<file path="config.mk">
export PLATFORM = sky130hd
export DESIGN_NAME = multicycle_control_flat
export DESIGN_NICKNAME = d
export VERILOG_FILES = /design/src/rtl/multicycle_control_pkg.sv /design/src/rtl/multicycle_control_if.sv /design/src/rtl/multicycle_control_decode.sv /design/src/rtl/multicycle_control.sv /design/src/flat_wrapper.sv
export SDC_FILE = /design/constraint.sdc
export NUM_CORES = 1
export LEC_CHECK = 0
export ABC_AREA = 1
export BUFFER_PORTS_ARGS = -buffer_cell sky130_fd_sc_hd__buf_4
export CAP_MARGIN = 20
export CORE_ASPECT_RATIO = 0.9
export CORE_MARGIN = 10
export CORE_UTILIZATION = 30
export CTS_CLUSTER_SIZE = 10
export DETAILED_ROUTE_END_ITERATION = 10
export GPL_TIMING_DRIVEN = 0
export PLACE_DENSITY = 0.61
export REMOVE_ABC_BUFFERS = 1
export SYNTH_ARGS = -nofsm -noshare
export SYNTH_HDL_FRONTEND = slang
export SYNTH_SLANG_ARGS = --single-unit
</file>
<file path="constraint.sdc">
create_clock -name clk -period 7.3 [get_ports clk]
set_clock_uncertainty 0.2 [all_clocks]
set_input_delay 1.095 -clock clk [delete_from_list [all_inputs] [get_ports clk]]
set_output_delay 1.095 -clock clk [all_outputs]
set_load 0.03 [all_outputs]
</file>
<file path="src/rtl/multicycle_control_pkg.sv">
// Shared definitions for the multi-cycle MIPS control block: field widths,
// state codes, opcode/funct constants, write_pc and alu_op encodings, and the
// one-hot instruction class produced by the decoder.
package multicycle_control_pkg;

    localparam int OP_W    = 6;
    localparam int FUNCT_W = 6;
    localparam int CNT_W   = 32;

    typedef enum logic [2:0] {
        ST_IF  = 3'd0,
        ST_ID  = 3'd1,
        ST_EX  = 3'd2,
        ST_MEM = 3'd3,
        ST_WB  = 3'd4
    } state_e;

    localparam logic [OP_W-1:0] OP_RTYPE = 6'b000000;
    localparam logic [OP_W-1:0] OP_LW    = 6'b100011;
    localparam logic [OP_W-1:0] OP_SW    = 6'b101011;
    localparam logic [OP_W-1:0] OP_BEQ   = 6'b000100;
    localparam logic [OP_W-1:0] OP_BNE   = 6'b000101;
    localparam logic [OP_W-1:0] OP_J     = 6'b000010;
    localparam logic [OP_W-1:0] OP_JAL   = 6'b000011;

    localparam logic [FUNCT_W-1:0] FN_JR = 6'b001000;

    localparam logic [1:0] PC_HOLD   = 2'b00;
    localparam logic [1:0] PC_INC    = 2'b01;
    localparam logic [1:0] PC_JUMP   = 2'b10;
    localparam logic [1:0] PC_BRANCH = 2'b11;

    localparam logic [1:0] ALU_ADD   = 2'b00;
    localparam logic [1:0] ALU_SUB   = 2'b01;
    localparam logic [1:0] ALU_FUNCT = 2'b10;
    localparam logic [1:0] ALU_LOGIC = 2'b11;

    // Exactly one bit set per decoded instruction.
    typedef struct packed {
        logic r_alu;
        logic jr;
        logic lw;
        logic sw;
        logic beq;
        logic bne;
        logic j;
        logic jal;
        logic i_arith;   // addi/addiu/slti/sltiu
        logic i_logic;   // andi/ori/xori/lui
        logic unknown;
    } instr_class_t;

endpackage

</file>
<file path="src/rtl/multicycle_control_if.sv">
// Handshake bundle between the control FSM and the fetch/datapath side.
//   master : the controller (drives enables, PC select, status)
//   slave  : fetch + datapath (drives IR fields, zero flag, stall, counter preload)
interface multicycle_control_if;
    import multicycle_control_pkg::*;

    logic [OP_W-1:0]    opcode;
    logic [FUNCT_W-1:0] funct;
    logic               zero;
    logic               stall;
    logic               cnt_load;       // preload retired counter (debug/bring-up)
    logic [CNT_W-1:0]   cnt_load_val;

    logic               write_ir;
    logic [1:0]         write_pc;
    logic               branch;
    logic               n_branch;
    logic               jmp;
    logic               jal;
    logic               jrn;
    logic               reg_write;
    logic               reg_dst;
    logic               mem_to_reg;
    logic               alu_src;
    logic               mem_read;
    logic               mem_write;
    logic               link_write;
    logic [1:0]         alu_op;
    logic [2:0]         state;
    logic               instr_done;
    logic [CNT_W-1:0]   retired_cnt;

    modport master (
        input  opcode, funct, zero, stall, cnt_load, cnt_load_val,
        output write_ir, write_pc, branch, n_branch, jmp, jal, jrn,
               reg_write, reg_dst, mem_to_reg, alu_src, mem_read, mem_write,
               link_write, alu_op, state, instr_done, retired_cnt
    );

    modport slave (
        output opcode, funct, zero, stall, cnt_load, cnt_load_val,
        input  write_ir, write_pc, branch, n_branch, jmp, jal, jrn,
               reg_write, reg_dst, mem_to_reg, alu_src, mem_read, mem_write,
               link_write, alu_op, state, instr_done, retired_cnt
    );

endinterface

</file>
<file path="src/rtl/multicycle_control_decode.sv">
// Combinational opcode/funct -> one-hot instruction class.
//   opcode, funct : instruction fields (live IR in ID, captured copy later)
//   cls           : one-hot class; unknown opcodes set cls.unknown
module multicycle_control_decode
    import multicycle_control_pkg::*;
(
    input  logic [OP_W-1:0]    opcode,
    input  logic [FUNCT_W-1:0] funct,
    output instr_class_t       cls
);

    always_comb begin
        cls = '0;
        case (opcode)
            OP_RTYPE: begin
                if (funct == FN_JR) cls.jr    = 1'b1;
                else                cls.r_alu = 1'b1;
            end
            OP_LW:  cls.lw  = 1'b1;
            OP_SW:  cls.sw  = 1'b1;
            OP_BEQ: cls.beq = 1'b1;
            OP_BNE: cls.bne = 1'b1;
            OP_J:   cls.j   = 1'b1;
            OP_JAL: cls.jal = 1'b1;
            6'b001000, 6'b001001, 6'b001010, 6'b001011: cls.i_arith = 1'b1;
            6'b001100, 6'b001101, 6'b001110, 6'b001111: cls.i_logic = 1'b1;
            default: cls.unknown = 1'b1;
        endcase
    end

endmodule

</file>
<file path="src/rtl/multicycle_control.sv">
// Multi-cycle MIPS control FSM feeding instruction_fetch and the datapath.
//   clk, rst : system clock, asynchronous active-high reset
//   bus      : master side of multicycle_control_if (IR fields, zero, stall
//              and counter preload in; PC select, type flags, datapath
//              enables, debug state, instr_done and retired_cnt out)
//
// state | meaning
// ------+-----------------------------------------------------------
// IF  0 | latch IR, PC+4
// ID  1 | decode live IR; jumps/jr resolve here; capture opcode/funct
// EX  2 | ALU op; branches resolve on zero
// MEM 3 | load read / store write
// WB  4 | register file write (ALU result, load data, or jal link)
// 5-7   | illegal: outputs 0, back to IF
//
// Outputs are decoded from the state register rather than re-registered:
// the ID decision depends on the IR that fetch latches at the end of IF,
// and the branch PC select depends on zero during EX, so neither is known
// a cycle early.
module multicycle_control
    import multicycle_control_pkg::*;
(
    input  logic                 clk,
    input  logic                 rst,
    multicycle_control_if.master bus
);

    state_e             state_q, state_d, nxt;
    logic [OP_W-1:0]    opc_q, opc_d, dec_opc;
    logic [FUNCT_W-1:0] fn_q, fn_d, dec_fn;
    logic [CNT_W-1:0]   cnt_q, cnt_d;
    instr_class_t       cls;

    logic       write_ir, branch, n_branch, jmp, jal, jrn;
    logic       reg_write, reg_dst, mem_to_reg, alu_src, mem_read, mem_write, link_write;
    logic [1:0] write_pc, alu_op;
    logic       done;

    // ID decodes the IR directly; later states use the copy taken at end of ID.
    assign dec_opc = (state_q == ST_ID) ? bus.opcode : opc_q;
    assign dec_fn  = (state_q == ST_ID) ? bus.funct  : fn_q;

    multicycle_control_decode u_decode (
        .opcode (dec_opc),
        .funct  (dec_fn),
        .cls    (cls)
    );

    always_comb begin
        write_ir   = 1'b0;
        write_pc   = PC_HOLD;
        branch     = 1'b0;
        n_branch   = 1'b0;
        jmp        = 1'b0;
        jal        = 1'b0;
        jrn        = 1'b0;
        reg_write  = 1'b0;
        reg_dst    = 1'b0;
        mem_to_reg = 1'b0;
        alu_src    = 1'b0;
        mem_read   = 1'b0;
        mem_write  = 1'b0;
        link_write = 1'b0;
        alu_op     = ALU_ADD;
        nxt        = ST_IF;

        case (state_q)
            ST_IF: begin
                write_ir = 1'b1;
                write_pc = PC_INC;
                nxt      = ST_ID;
            end
            ST_ID: begin
                if (cls.j) begin
                    jmp      = 1'b1;
                    write_pc = PC_JUMP;
                end else if (cls.jal) begin
                    jal      = 1'b1;
                    write_pc = PC_JUMP;
                    nxt      = ST_WB;
                end else if (cls.jr) begin
                    jrn      = 1'b1;
                    write_pc = PC_JUMP;
                end else if (!cls.unknown) begin
                    nxt = ST_EX;
                end
            end
            ST_EX: begin
                if (cls.beq) begin
                    branch   = 1'b1;
                    alu_op   = ALU_SUB;
                    write_pc = bus.zero ? PC_BRANCH : PC_HOLD;
                end else if (cls.bne) begin
                    n_branch = 1'b1;
                    alu_op   = ALU_SUB;
                    write_pc = bus.zero ? PC_HOLD : PC_BRANCH;
                end else if (cls.lw || cls.sw) begin
                    alu_src = 1'b1;
                    nxt     = ST_MEM;
                end else if (cls.r_alu) begin
                    alu_op  = ALU_FUNCT;
                    reg_dst = 1'b1;
                    nxt     = ST_WB;
                end else if (cls.i_arith || cls.i_logic) begin
                    alu_src = 1'b1;
                    alu_op  = cls.i_logic ? ALU_LOGIC : ALU_ADD;
                    nxt     = ST_WB;
                end
            end
            ST_MEM: begin
                // Address path (alu_src) held so the memory address stays stable.
                alu_src = 1'b1;
                if (cls.lw) begin
                    mem_read = 1'b1;
                    nxt      = ST_WB;
                end else begin
                    mem_write = cls.sw;
                end
            end
            ST_WB: begin
                reg_write  = 1'b1;
                reg_dst    = cls.r_alu;   // select rd as destination for R-type
                mem_to_reg = cls.lw;
                link_write = cls.jal;
            end
            default: nxt = ST_IF;
        endcase

        done = (nxt == ST_IF) && (state_q inside {ST_ID, ST_EX, ST_MEM, ST_WB});

        if (bus.stall) begin
            write_ir   = 1'b0;
            write_pc   = PC_HOLD;
            reg_write  = 1'b0;
            mem_write  = 1'b0;
            link_write = 1'b0;
            jal        = 1'b0;
            done       = 1'b0;
        end

        state_d = bus.stall ? state_q : nxt;
        opc_d   = (state_q == ST_ID && !bus.stall) ? bus.opcode : opc_q;
        fn_d    = (state_q == ST_ID && !bus.stall) ? bus.funct  : fn_q;
        cnt_d   = bus.cnt_load ? bus.cnt_load_val
                               : cnt_q + {{(CNT_W-1){1'b0}}, done};

        // State resets to IF, whose decode would raise write_ir; keep
        // everything quiet while reset is held.
        if (rst) begin
            write_ir   = 1'b0;
            write_pc   = PC_HOLD;
            branch     = 1'b0;
            n_branch   = 1'b0;
            jmp        = 1'b0;
            jal        = 1'b0;
            jrn        = 1'b0;
            reg_write  = 1'b0;
            reg_dst    = 1'b0;
            mem_to_reg = 1'b0;
            alu_src    = 1'b0;
            mem_read   = 1'b0;
            mem_write  = 1'b0;
            link_write = 1'b0;
            alu_op     = ALU_ADD;
            done       = 1'b0;
        end
    end

    always_ff @(posedge clk or posedge rst) begin
        if (rst) begin
            state_q <= ST_IF;
            opc_q   <= '0;
            fn_q    <= '0;
            cnt_q   <= '0;
        end else begin
            state_q <= state_d;
            opc_q   <= opc_d;
            fn_q    <= fn_d;
            cnt_q   <= cnt_d;
        end
    end

    assign bus.write_ir    = write_ir;
    assign bus.write_pc    = write_pc;
    assign bus.branch      = branch;
    assign bus.n_branch    = n_branch;
    assign bus.jmp         = jmp;
    assign bus.jal         = jal;
    assign bus.jrn         = jrn;
    assign bus.reg_write   = reg_write;
    assign bus.reg_dst     = reg_dst;
    assign bus.mem_to_reg  = mem_to_reg;
    assign bus.alu_src     = alu_src;
    assign bus.mem_read    = mem_read;
    assign bus.mem_write   = mem_write;
    assign bus.link_write  = link_write;
    assign bus.alu_op      = alu_op;
    assign bus.state       = state_q;
    assign bus.instr_done  = done;
    assign bus.retired_cnt = cnt_q;

endmodule

</file>
<file path="src/flat_wrapper.sv">
// flat-port wrapper written by rule: the top's interface ports become plain ports
module multicycle_control_flat import multicycle_control_pkg::*;
  (clk, rst, bus_opcode, bus_funct, bus_zero, bus_stall, bus_cnt_load, bus_cnt_load_val, bus_write_ir, bus_write_pc, bus_branch, bus_n_branch, bus_jmp, bus_jal, bus_jrn, bus_reg_write, bus_reg_dst, bus_mem_to_reg, bus_alu_src, bus_mem_read, bus_mem_write, bus_link_write, bus_alu_op, bus_state, bus_instr_done, bus_retired_cnt);
  multicycle_control_if bus_i ();
  input  logic clk;
  input  logic rst;
  input wire logic [$bits(bus_i.opcode)-1:0] bus_opcode;
  input wire logic [$bits(bus_i.funct)-1:0] bus_funct;
  input wire logic [$bits(bus_i.zero)-1:0] bus_zero;
  input wire logic [$bits(bus_i.stall)-1:0] bus_stall;
  input wire logic [$bits(bus_i.cnt_load)-1:0] bus_cnt_load;
  input wire logic [$bits(bus_i.cnt_load_val)-1:0] bus_cnt_load_val;
  output wire logic [$bits(bus_i.write_ir)-1:0] bus_write_ir;
  output wire logic [$bits(bus_i.write_pc)-1:0] bus_write_pc;
  output wire logic [$bits(bus_i.branch)-1:0] bus_branch;
  output wire logic [$bits(bus_i.n_branch)-1:0] bus_n_branch;
  output wire logic [$bits(bus_i.jmp)-1:0] bus_jmp;
  output wire logic [$bits(bus_i.jal)-1:0] bus_jal;
  output wire logic [$bits(bus_i.jrn)-1:0] bus_jrn;
  output wire logic [$bits(bus_i.reg_write)-1:0] bus_reg_write;
  output wire logic [$bits(bus_i.reg_dst)-1:0] bus_reg_dst;
  output wire logic [$bits(bus_i.mem_to_reg)-1:0] bus_mem_to_reg;
  output wire logic [$bits(bus_i.alu_src)-1:0] bus_alu_src;
  output wire logic [$bits(bus_i.mem_read)-1:0] bus_mem_read;
  output wire logic [$bits(bus_i.mem_write)-1:0] bus_mem_write;
  output wire logic [$bits(bus_i.link_write)-1:0] bus_link_write;
  output wire logic [$bits(bus_i.alu_op)-1:0] bus_alu_op;
  output wire logic [$bits(bus_i.state)-1:0] bus_state;
  output wire logic [$bits(bus_i.instr_done)-1:0] bus_instr_done;
  output wire logic [$bits(bus_i.retired_cnt)-1:0] bus_retired_cnt;
  assign bus_i.opcode = bus_opcode;
  assign bus_i.funct = bus_funct;
  assign bus_i.zero = bus_zero;
  assign bus_i.stall = bus_stall;
  assign bus_i.cnt_load = bus_cnt_load;
  assign bus_i.cnt_load_val = bus_cnt_load_val;
  assign bus_write_ir = bus_i.write_ir;
  assign bus_write_pc = bus_i.write_pc;
  assign bus_branch = bus_i.branch;
  assign bus_n_branch = bus_i.n_branch;
  assign bus_jmp = bus_i.jmp;
  assign bus_jal = bus_i.jal;
  assign bus_jrn = bus_i.jrn;
  assign bus_reg_write = bus_i.reg_write;
  assign bus_reg_dst = bus_i.reg_dst;
  assign bus_mem_to_reg = bus_i.mem_to_reg;
  assign bus_alu_src = bus_i.alu_src;
  assign bus_mem_read = bus_i.mem_read;
  assign bus_mem_write = bus_i.mem_write;
  assign bus_link_write = bus_i.link_write;
  assign bus_alu_op = bus_i.alu_op;
  assign bus_state = bus_i.state;
  assign bus_instr_done = bus_i.instr_done;
  assign bus_retired_cnt = bus_i.retired_cnt;
  multicycle_control u_core (.clk(clk), .rst(rst), .bus(bus_i));
endmodule
</file>
==> impl_results.md, run 1 <==
- Status: finished, final reports clean
- Final nets: 595
- Minimum clock period: 4.02 ns
- Crit start category: input port
- Peak VDD IR: 0.0000996 V
- Setup TNS: 0 ns
- Worst-case clock buffer depth: 2
- CTS tree: built
- Post-DRT Antenna Nets: 0
- Top FF cell, synth: dfrtp_1
- H-tree Lvls: 2
- Slowest-stage cell, CP: or2_2
- Most common cell after layout, fill and taps aside: nand2_1
- Hold path startpoint: u_core.fn_q[4]$_DFFE_PP0P_
- Post-Place Cells: 666
- Most frequent cells in the layout: nand2_1, buf_4, dfrtp_1
- Lkg Pwr: 2.10 nW
- Final number of setup-violating endpoints: 0
- Post-synth cell types: 36
- Gr usage total: 12.7%
- Number of flops mapped to enable cells by yosys: 0
- IO Pins: 102
- Post-CTS Setup Bufs: 0
- Insertion delay to the later sink of the worst-skew pair: 0.28 ns
- FF/Latch Area: 1180 um^2
- Synth Cell Area: 3220 um^2
- DIE AREA: 15300 um^2
- Vias: 3123
- Hold buffers post-CTS: 0
- Clock sink total: 47
- Unrepaired setup endpoints after global routing: no
- Worst setup margin: 3.28 ns
- Clk root buf: clkbuf_16
- CP Capture Type: flop
- Worst slew margin: 55.3%
- CP arrival: 3.99 ns
- Die width: 129 um
- Iter 0 DRT Violations: 213
- Number of global-route vias before repair: 3150
- Worst hold path type: flop to flop
- Worst path max stage delay: 0.26 ns
- Grt ovf: 0
- Chip height: 118 um
- Kind of critical path: input port to flop
- Fillers: 1099
- Share of cells above drive strength 1: 28.9%
- Gpl congestion: 0.910
- Via/cell ratio: 4.65
- Router iterations before antenna repair: 4
- Final period util: 55.0%
- Seq/Total Area, Yosys: 36.5%
- Routed len/inst: 14.6 um
- R2r startpoint: u_core.bus.state[2]$_DFFE_PP0N_
- Residual DRC count: 0
- Total Wirelength: 9800 um
- Ant diodes: 0
- Initial antenna violation count: 0
- Critical path startpoint: bus_opcode[2]
- DPL Wire Length: 8090 um
- Syn Area/Cell: 7.19 um^2
- Largest delay contributor family on the critical path: simple AND/OR/NAND/NOR gates
- Worst slew pin tran: 0.670 ns
- Design Power: 1.10 mW
- Final Max Slew Viols: 0
- First-pass GRT wire length: 16100 um
- Yosys warning count: 0
- CP Max Fanout: 5
- Setup WS pre-CTS: 3.00 ns
- Core area: 10400 um^2
- Total CTS buffers: 5
- I/O Buffers: 101
- Max-Cap Viols: 0
- Worst path required time: 7.27 ns
- Site row count: 35
- CTS clk-pin slew, worst paths: 0.06 ns
- Fmax: 249 MHz
- R2R Setup Slk: 3.37 ns
- Final Non-Filler Cells: 672
- Placed inst area: 4090 um^2
- Final Hold Vio Count: 0
- Register bit count reported by yosys: 47
- Mapped Cells: 448
- Crit path buf inv count: 4
- CTS resizes: 0
- Post-route cell area: 4220 um^2
- Synth async-reset ratio: 100%
- Multi-input logic area: 1790 um^2
- P&R area growth vs syn: 31.0%
- Largest net degree at the start of global routing: 45
- Initial Util: 31.0%
- Pwr Density: 262 nW/um^2
-- state kept, by name (all words and copies together) (netlist names) --
register,cells
u_core.bus.retired_cnt,32
u_core.bus.state,3
u_core.fn_q,6
u_core.opc_q,6
-- path summary, 6_finish.rpt --
| path | to | depth (start not counted) |
|---|---|---|
| min in group asynchronous | u_core.fn_q[4]$_DFFE_PP0P_ | 2 |
| max | u_core.bus.retired_cnt[30]$_DFF_PP0_ | 26 |
| min reg2reg | u_core.fn_q[4]$_DFFE_PP0P_ | 2 |
| max reg2reg | u_core.bus.retired_cnt[30]$_DFF_PP0_ | 26 |
| min | u_core.fn_q[4]$_DFFE_PP0P_ | 2 |
| max in group asynchronous | u_core.bus.retired_cnt[15]$_DFF_PP0_ | 3 |
-- cell families (layout without fill, tap and decap cells) --
kind of cell             count (synthesis)  count (layout)  share of synthesized area [%]
AO/OA/AOI/OAI                           37              37                           6.14
adder cells (fa/ha/maj)                  2               2                          0.777
XOR/XNOR                                24              24                           6.52
flip-flops                              47              47                           36.5
multiplexers                             4               4                           1.40
buffers and inverters                   58             153                           8.00
AND/OR/NAND/NOR                        276             276                           40.7
-- where the power goes --
part / internal, mW / total, mW / switching (mW)
Sequential: 0.318 / 0.376 / 0.0588
Combinational: 0.176 / 0.510 / 0.334
Clock: 0.123 / 0.218 / 0.0946
-- per-layer routing --
layer,global-route usage [%],vias to the layer above,routed length (um)
met5,0,-,0
met4,2.91,0,102
met3,2.01,6,463
met2,20.6,59,4690
met1,17.3,1435,4550
li1,-,1623,-
-- cell type report --
class / count / area share (%)
clock buffer: 5 / 2.96
clock inverter: 1 / 0.178
inverter: 45 / 4.18
multi-input combinational: 343 / 42.4
sequential: 47 / 27.9
tap: 129 / 3.82
timing repair buffer: 102 / 18.6
-- per-stage QoR --
stage | hold slack (ns) | utilization (%)
4_1_cts | 0.276 | 40.7
5_1_grt | 0.325 | 40.7
2_1_floorplan | 0.243 | -
3_5_place_dp | 0.259 | 39.4
3_3_place_gp | 0.255 | 39.1
6_report | 0.270 | 40.7
-- synth_stat cells, types with 2 or more instances --
library cell | n | share of area (%)
nor2_1 | 45 | 5.2
a211oi_1 | 2 | 0.47
a31oi_1 | 4 | 0.78
buf_6 | 4 | 1.4
or2_2 | 2 | 0.39
nand4_1 | 14 | 2.7
nand2_2 | 16 | 3.1
inv_2 | 3 | 0.35
buf_2 | 2 | 0.31
nor2_2 | 5 | 0.97
nor3_1 | 12 | 1.9
xor2_1 | 12 | 3.3
dfrtp_1 | 47 | 37
nor4_1 | 2 | 0.39
a21oi_1 | 4 | 0.62
ha_1 | 2 | 0.78
nor2_4 | 5 | 1.7
nand3_1 | 29 | 4.5
inv_1 | 39 | 4.5
o21ai_0 | 25 | 3.9
mux2_2 | 4 | 1.4
xnor2_1 | 12 | 3.3
clkbuf_1 | 7 | 0.82
nand3_2 | 6 | 1.9
nand2_1 | 134 | 16
-- worst min-delay path, stage by stage, from the launching register on --
cell     delay [ns]
dfrtp_1        0.34
nand2_1        0.05
nand2_1        0.05
Note: power is estimated with default switching activity, not from simulation.
==> inputs of run 2 (changes only) <==
==> constraint.sdc (replaced) <==
create_clock -name clk -period 3.7 [get_ports clk]
set_clock_uncertainty 0.2 [all_clocks]
set_input_delay 0.555 -clock clk [delete_from_list [all_inputs] [get_ports clk]]
set_output_delay 0.555 -clock clk [all_outputs]
set_load 0.03 [all_outputs]
==> impl_results.md, run 2 (synthesized netlist as in run 1, its figures left out) <==
- Core area: 10400 um^2
- Placed inst area: 4090 um^2
- R2R Setup Slk: 0.22 ns
- Most common cell after layout, fill and taps aside: nand2_1
- Gr usage total: 12.9%
- Peak VDD IR: 0.000197 V
- Initial Util: 31.0%
- Multi-input logic area: 1880 um^2
- Minimum clock period: 3.48 ns
- Residual DRC count: 0
- Ant diodes: 0
- Grt ovf: 0
- Router iterations before antenna repair: 4
- CP arrival: 3.50 ns
- Insertion delay to the later sink of the worst-skew pair: 0.28 ns
- Fillers: 1068
- Worst path required time: 3.72 ns
- Total Wirelength: 10200 um
- Iter 0 DRT Violations: 205
- First-pass GRT wire length: 16400 um
- Kind of critical path: flop to flop
- Chip height: 118 um
- I/O Buffers: 101
- CTS tree: built
- Status: finished, final reports clean
- Clk root buf: clkbuf_16
- Lkg Pwr: 2.19 nW
- Worst hold path type: input port to async pin
- Largest net degree at the start of global routing: 45
- Clock sink total: 47
- DPL Wire Length: 8090 um
- Max-Cap Viols: 0
- WHS: 0.221 ns
- Worst slew pin tran: 0.684 ns
- Util after Layout: 43.0%
- Initial antenna violation count: 0
- CTS clk-pin slew, worst paths: 0.06 ns
- Crit start category: flop
- Worst slew margin: 54.4%
- Final Hold Vio Count: 0
- Most frequent cells in the layout: nand2_1, buf_4, dfrtp_1
- Unrepaired setup endpoints after global routing: yes
- Final Max Slew Viols: 0
- P&R area growth vs syn: 38.5%
- Post-route cell area: 4460 um^2
- FF/Latch Area: 1180 um^2
- Max FFs per register: 32
- Routed len/inst: 14.8 um
- Pwr Density: 530 nW/um^2
- H-tree Lvls: 2
- CP Max Fanout: 5
- Number of global-route vias before repair: 3188
- DIE AREA: 15300 um^2
- Die width: 129 um
- CP Capture Type: flop
- Post-DRT Antenna Nets: 0
- Gpl congestion: 0.910
- Share of cells above drive strength 1: 34.1%
- Final number of setup-violating endpoints: 0
- IO Pins: 102
- Final nets: 610
- Vias: 3242
- Via/cell ratio: 4.72
- Worst-case clock buffer depth: 2
- Setup TNS: 0 ns
- Fmax: 287 MHz
- Total CTS buffers: 5
- Final period util: 94.1%
- Site row count: 35
run 2: changes by cell type in the layout (fill, tap and decap cells not counted), sizes merged:
| cell | previous run | this run |
|---|---|---|
| nor2 | 56 | 57 |
| clkinv | 1 | 2 |
| buf | 102 | 115 |
| nand3 | 36 | 37 |
| inv | 44 | 43 |
run 2: repair_timing:
| action | CTS | global route |
|---|---|---|
| pin swaps | 1 | 5 |
| cloned | 1 | 1 |
| gates resized for setup | 8 | 19 |
| hold endpoints to repair | 0 | 0 |
| hold buffers | 0 | 0 |
| setup buffers | 4 | 9 |
| setup endpoints to repair | 10 | 12 |
run 2: path summary, 6_finish.rpt:
path                                                 start                              endpoint  cells past startpoint
max                        u_core.bus.state[2]$_DFFE_PP0N_  u_core.bus.retired_cnt[30]$_DFF_PP0_                     25
min                                                    rst            u_core.fn_q[4]$_DFFE_PP0P_                      2
min reg2reg                     u_core.fn_q[4]$_DFFE_PP0P_            u_core.fn_q[4]$_DFFE_PP0P_                      2
min in group clk                      bus_cnt_load_val[11]  u_core.bus.retired_cnt[11]$_DFF_PP0_                      3
max reg2reg                u_core.bus.state[2]$_DFFE_PP0N_  u_core.bus.retired_cnt[30]$_DFF_PP0_                     25
max in group asynchronous                              rst  u_core.bus.retired_cnt[15]$_DFF_PP0_                      3
run 2: final cells by class:
cell class / count / share of cell area [%]
Multi-Input combinational cell: 345 / 42.2
Clock buffer: 5 / 2.80
Sequential cell: 47 / 26.4
Timing Repair Buffer: 115 / 20.6
Tap cell: 129 / 3.62
Clock inverter: 1 / 0.168
Inverter: 45 / 4.18
run 2: report_power, final:
part	total (mW)	internal (mW)	switching, mW
registers	0.747	0.629	0.119
clock network	0.429	0.243	0.186
logic	1.19	0.458	0.732
run 2: critical path, stage by stage, from the launching register on:
cell      delay [ns]
dfrtp_2         0.50
clkinv_4        0.13
nand3_4         0.11
nand2_1         0.07
nand2_2         0.12
nand2_2         0.08
nor2_4          0.22
nand3_2         0.12
nand3_2         0.08
nor2_2          0.04
nor2_1          0.11
nand2_2         0.09
inv_2           0.07
ha_2            0.18
ha_2            0.20
nand3_2         0.11
inv_2           0.10
nand2_2         0.09
nor2_4          0.13
nand2_4         0.09
nor2_4          0.15
nand2_2         0.08
nor2_2          0.09
or2_2           0.11
nand3_1         0.06
nand2_1         0.08
run 2: per-layer routing:
| layer | GRT usage [%] | part of all wire, % |
|---|---|---|
| met5 | 0 | 0 |
| met4 | 2.91 | 1.0 |
| met3 | 2.01 | 3.0 |
| met2 | 20.8 | 48 |
| met1 | 17.7 | 48 |
run 2: stage by stage:
step / power [mW] / setup WS (ns) / instances
finish: 2.37 / 0.220 / 687
global route: 2.54 / -0.0209 / 687
CTS: 2.29 / 0.0254 / 677
detailed placement: 1.77 / -0.228 / 666
global placement: 1.75 / -0.209 / 665
floorplan: 1.44 / 0.212 / 435
==> inputs of run 3 (changes only) <==
--- a/config.mk
+++ b/config.mk
@@ -6,10 +6,10 @@
 export NUM_CORES = 1
 export LEC_CHECK = 0
 export ABC_AREA = 1
-export BUFFER_PORTS_ARGS = -buffer_cell sky130_fd_sc_hd__buf_4
+export BUFFER_PORTS_ARGS = -buffer_cell sky130_fd_sc_hd__buf_2
 export CAP_MARGIN = 20
 export CORE_ASPECT_RATIO = 0.9
-export CORE_MARGIN = 10
+export CORE_MARGIN = 2
 export CORE_UTILIZATION = 30
 export CTS_CLUSTER_SIZE = 10
 export DETAILED_ROUTE_END_ITERATION = 10
==> impl_results.md, run 3 (synthesized netlist as in run 1, its figures left out) <==
- Router iterations before antenna repair: 8
- Setup WS pre-CTS: -0.257 ns
- Post-Place Cells: 666
- P&R area growth vs syn: 32.5%
- Clk root buf: clkbuf_16
- Critical path startpoint: u_core.bus.state[2]$_DFFE_PP0N_
- Reg power frac: 30.6%
- Clock sink total: 47
- Initial antenna violation count: 0
- Worst flop-to-flop path endpoint: u_core.bus.retired_cnt[31]$_DFF_PP0_
- Most frequent cells in the layout: nand2_1, buf_2, dfrtp_1
- Worst setup margin: 0.235 ns
- Failing checks: DRC
- Routed len/inst: 13.6 um
- Iter 0 DRT Violations: 163
- Logic gate share of total power: 49.2%
- CP most frequent cell: nand3_2
- Slowest-stage cell, CP: dfrtp_2
- Final number of setup-violating endpoints: 0
- DIE AREA: 11600 um^2
- Number of global-route vias before repair: 3172
- CTS tree: built
- Gpl congestion: 0.871
- Total CTS buffers: 5
- Final nets: 615
- Final period util: 93.7%
- CP arrival: 3.44 ns
- Residual DRC count: 3
- Max FFs per register: 32
- Core area: 10300 um^2
- R2r startpoint: u_core.bus.state[2]$_DFFE_PP0N_
- Total Wirelength: 9410 um
- Ant diodes: 0
- Fmax: 289 MHz
- CP Cell Sequence: clkinv_4 -> nand3_4 -> buf_12 -> o21ai_0 -> nand3_2 -> nand3_2 -> nor2_2 -> nor2_1 -> nand2_2 -> inv_2 -> ha_4 -> nand3_2 -> nor2_2 -> inv_2 -> nor2_4 -> inv_1 -> nor2_1 -> nand4_1 -> xnor2_1 -> nand2_1 -> nand2_1
- WHS: 0.0783 ns
- Util after Layout: 41.3%
- Gr usage total: 16.1%
- Worst slew pin tran: 0.702 ns
- Vias: 3334
- CP Capture Type: flop
- Grt ovf: 0
- Minimum clock period: 3.47 ns
- CTS clk-pin slew, worst paths: 0.07 ns
- Worst-case clock buffer depth: 2
- DPL Wire Length: 7060 um
- First-pass GRT wire length: 15100 um
- Kind of critical path: flop to flop
- Pwr Density: 568 nW/um^2
- Largest net degree at the start of global routing: 45
- Sw Ratio: 43.7%
- Insertion delay to the later sink of the worst-skew pair: 0.29 ns
- Crit start category: flop
- Status: finished, violations left
- Final Max Slew Viols: 0
- Worst path required time: 3.67 ns
- Peak VDD IR: 0.000211 V
- Setup TNS: 0 ns
- H-tree Lvls: 2
- Initial Util: 31.2%
- Final Non-Filler Cells: 694
- Post-DRT Antenna Nets: 0
- CP Max Fanout: 6
- Most common cell after layout, fill and taps aside: nand2_1
- Clock network power share: 20.2%
- Reg2reg path depth: 21
- Internal power: 1.37 mW
- Share of cells above drive strength 1: 34.9%
- R2R Setup Slk: 0.23 ns
- I/O Buffers: 101
- IO Pins: 102
- Die width: 113 um
- Site row count: 35
- Worst slew margin: 53.2%
- Chip height: 102 um
- Final Hold Vio Count: 0
- Via/cell ratio: 4.80
- Worst hold path type: input port to async pin
- Max-Cap Viols: 0
- Worst path max stage delay: 0.48 ns
- Setup crit end: u_core.bus.retired_cnt[31]$_DFF_PP0_
- Psw: 1.06 mW
- Lkg Pwr: 2.17 nW
## run 3: cell types whose count changed in the layout (fill, tap and decap cells not counted), sizes merged
cell	delta
clkbuf	+2
inv	-1
buf	+6
clkinv	+1
nor2	-1
## run 3: metrics by stage
step	cell area [um^2]	power [mW]
after floorplan	3140	1.44
after CTS	4090	2.32
after global routing	4270	2.60
final	4270	2.43
after detailed placement	3830	1.71
after global placement	3810	1.69
## run 3: final cells by class
cell class                 count  area (um^2)
fill                        1081         6070
multi-input combinational    344         1890
sequential                    47         1180
timing repair buffer         121          693
inverter                      45          184
tap                          129          161
clock buffer                   7          153
clock inverter                 1         7.51
## run 3: critical path, delay by kind of cell (launching register included)
| kind | cells | cell delay, ns |
|---|---|---|
| compound gates | 1 | 0.34 |
| xor+xnor | 1 | 0.16 |
| fa+ha+maj | 1 | 0.15 |
| buf+inv | 5 | 0.50 |
| flops | 1 | 0.48 |
| simple gates | 13 | 1.53 |
## run 3: worst min path at each step
stage,startpoint,endpoint,slack [ns],cells past startpoint
finish,rst,u_core.bus.state[1]$_DFFE_PP0N_,0.08,2
global route,rst,u_core.fn_q[4]$_DFFE_PP0P_,0.09,2
CTS,rst,u_core.fn_q[4]$_DFFE_PP0P_,0.07,2
detailed placement,u_core.fn_q[4]$_DFFE_PP0P_,u_core.fn_q[4]$_DFFE_PP0P_,0.27,2
global placement,u_core.fn_q[2]$_DFFE_PP0P_,u_core.fn_q[2]$_DFFE_PP0P_,0.26,2
floorplan,u_core.fn_q[2]$_DFFE_PP0P_,u_core.fn_q[2]$_DFFE_PP0P_,0.24,2
## run 3: power groups by stage
stage	combinational (mW)	sequential (mW)	clock, mW
floorplan	0.617	0.823	0
global placement	0.940	0.747	0
detailed placement	0.957	0.753	0
CTS	1.07	0.744	0.505
global route	1.32	0.760	0.527
finish	1.19	0.743	0.489
## run 3: timing repair
action                     4_1_cts  5_1_grt
pin swaps                        1       10
hold buffers                     0        0
cloned                           1        0
gates resized for setup          6       22
setup endpoints to repair       11       12
setup buffers                    8       11
## run 3: metal layers
metal / vias to the layer above / GRT usage [%] / wire length, um
met5: - / 0 / 0
met4: 0 / 4.22 / 105
met3: 8 / 2.61 / 421
met2: 86 / 25.8 / 4350
met1: 1572 / 22.9 / 4530
li1: 1668 / - / -
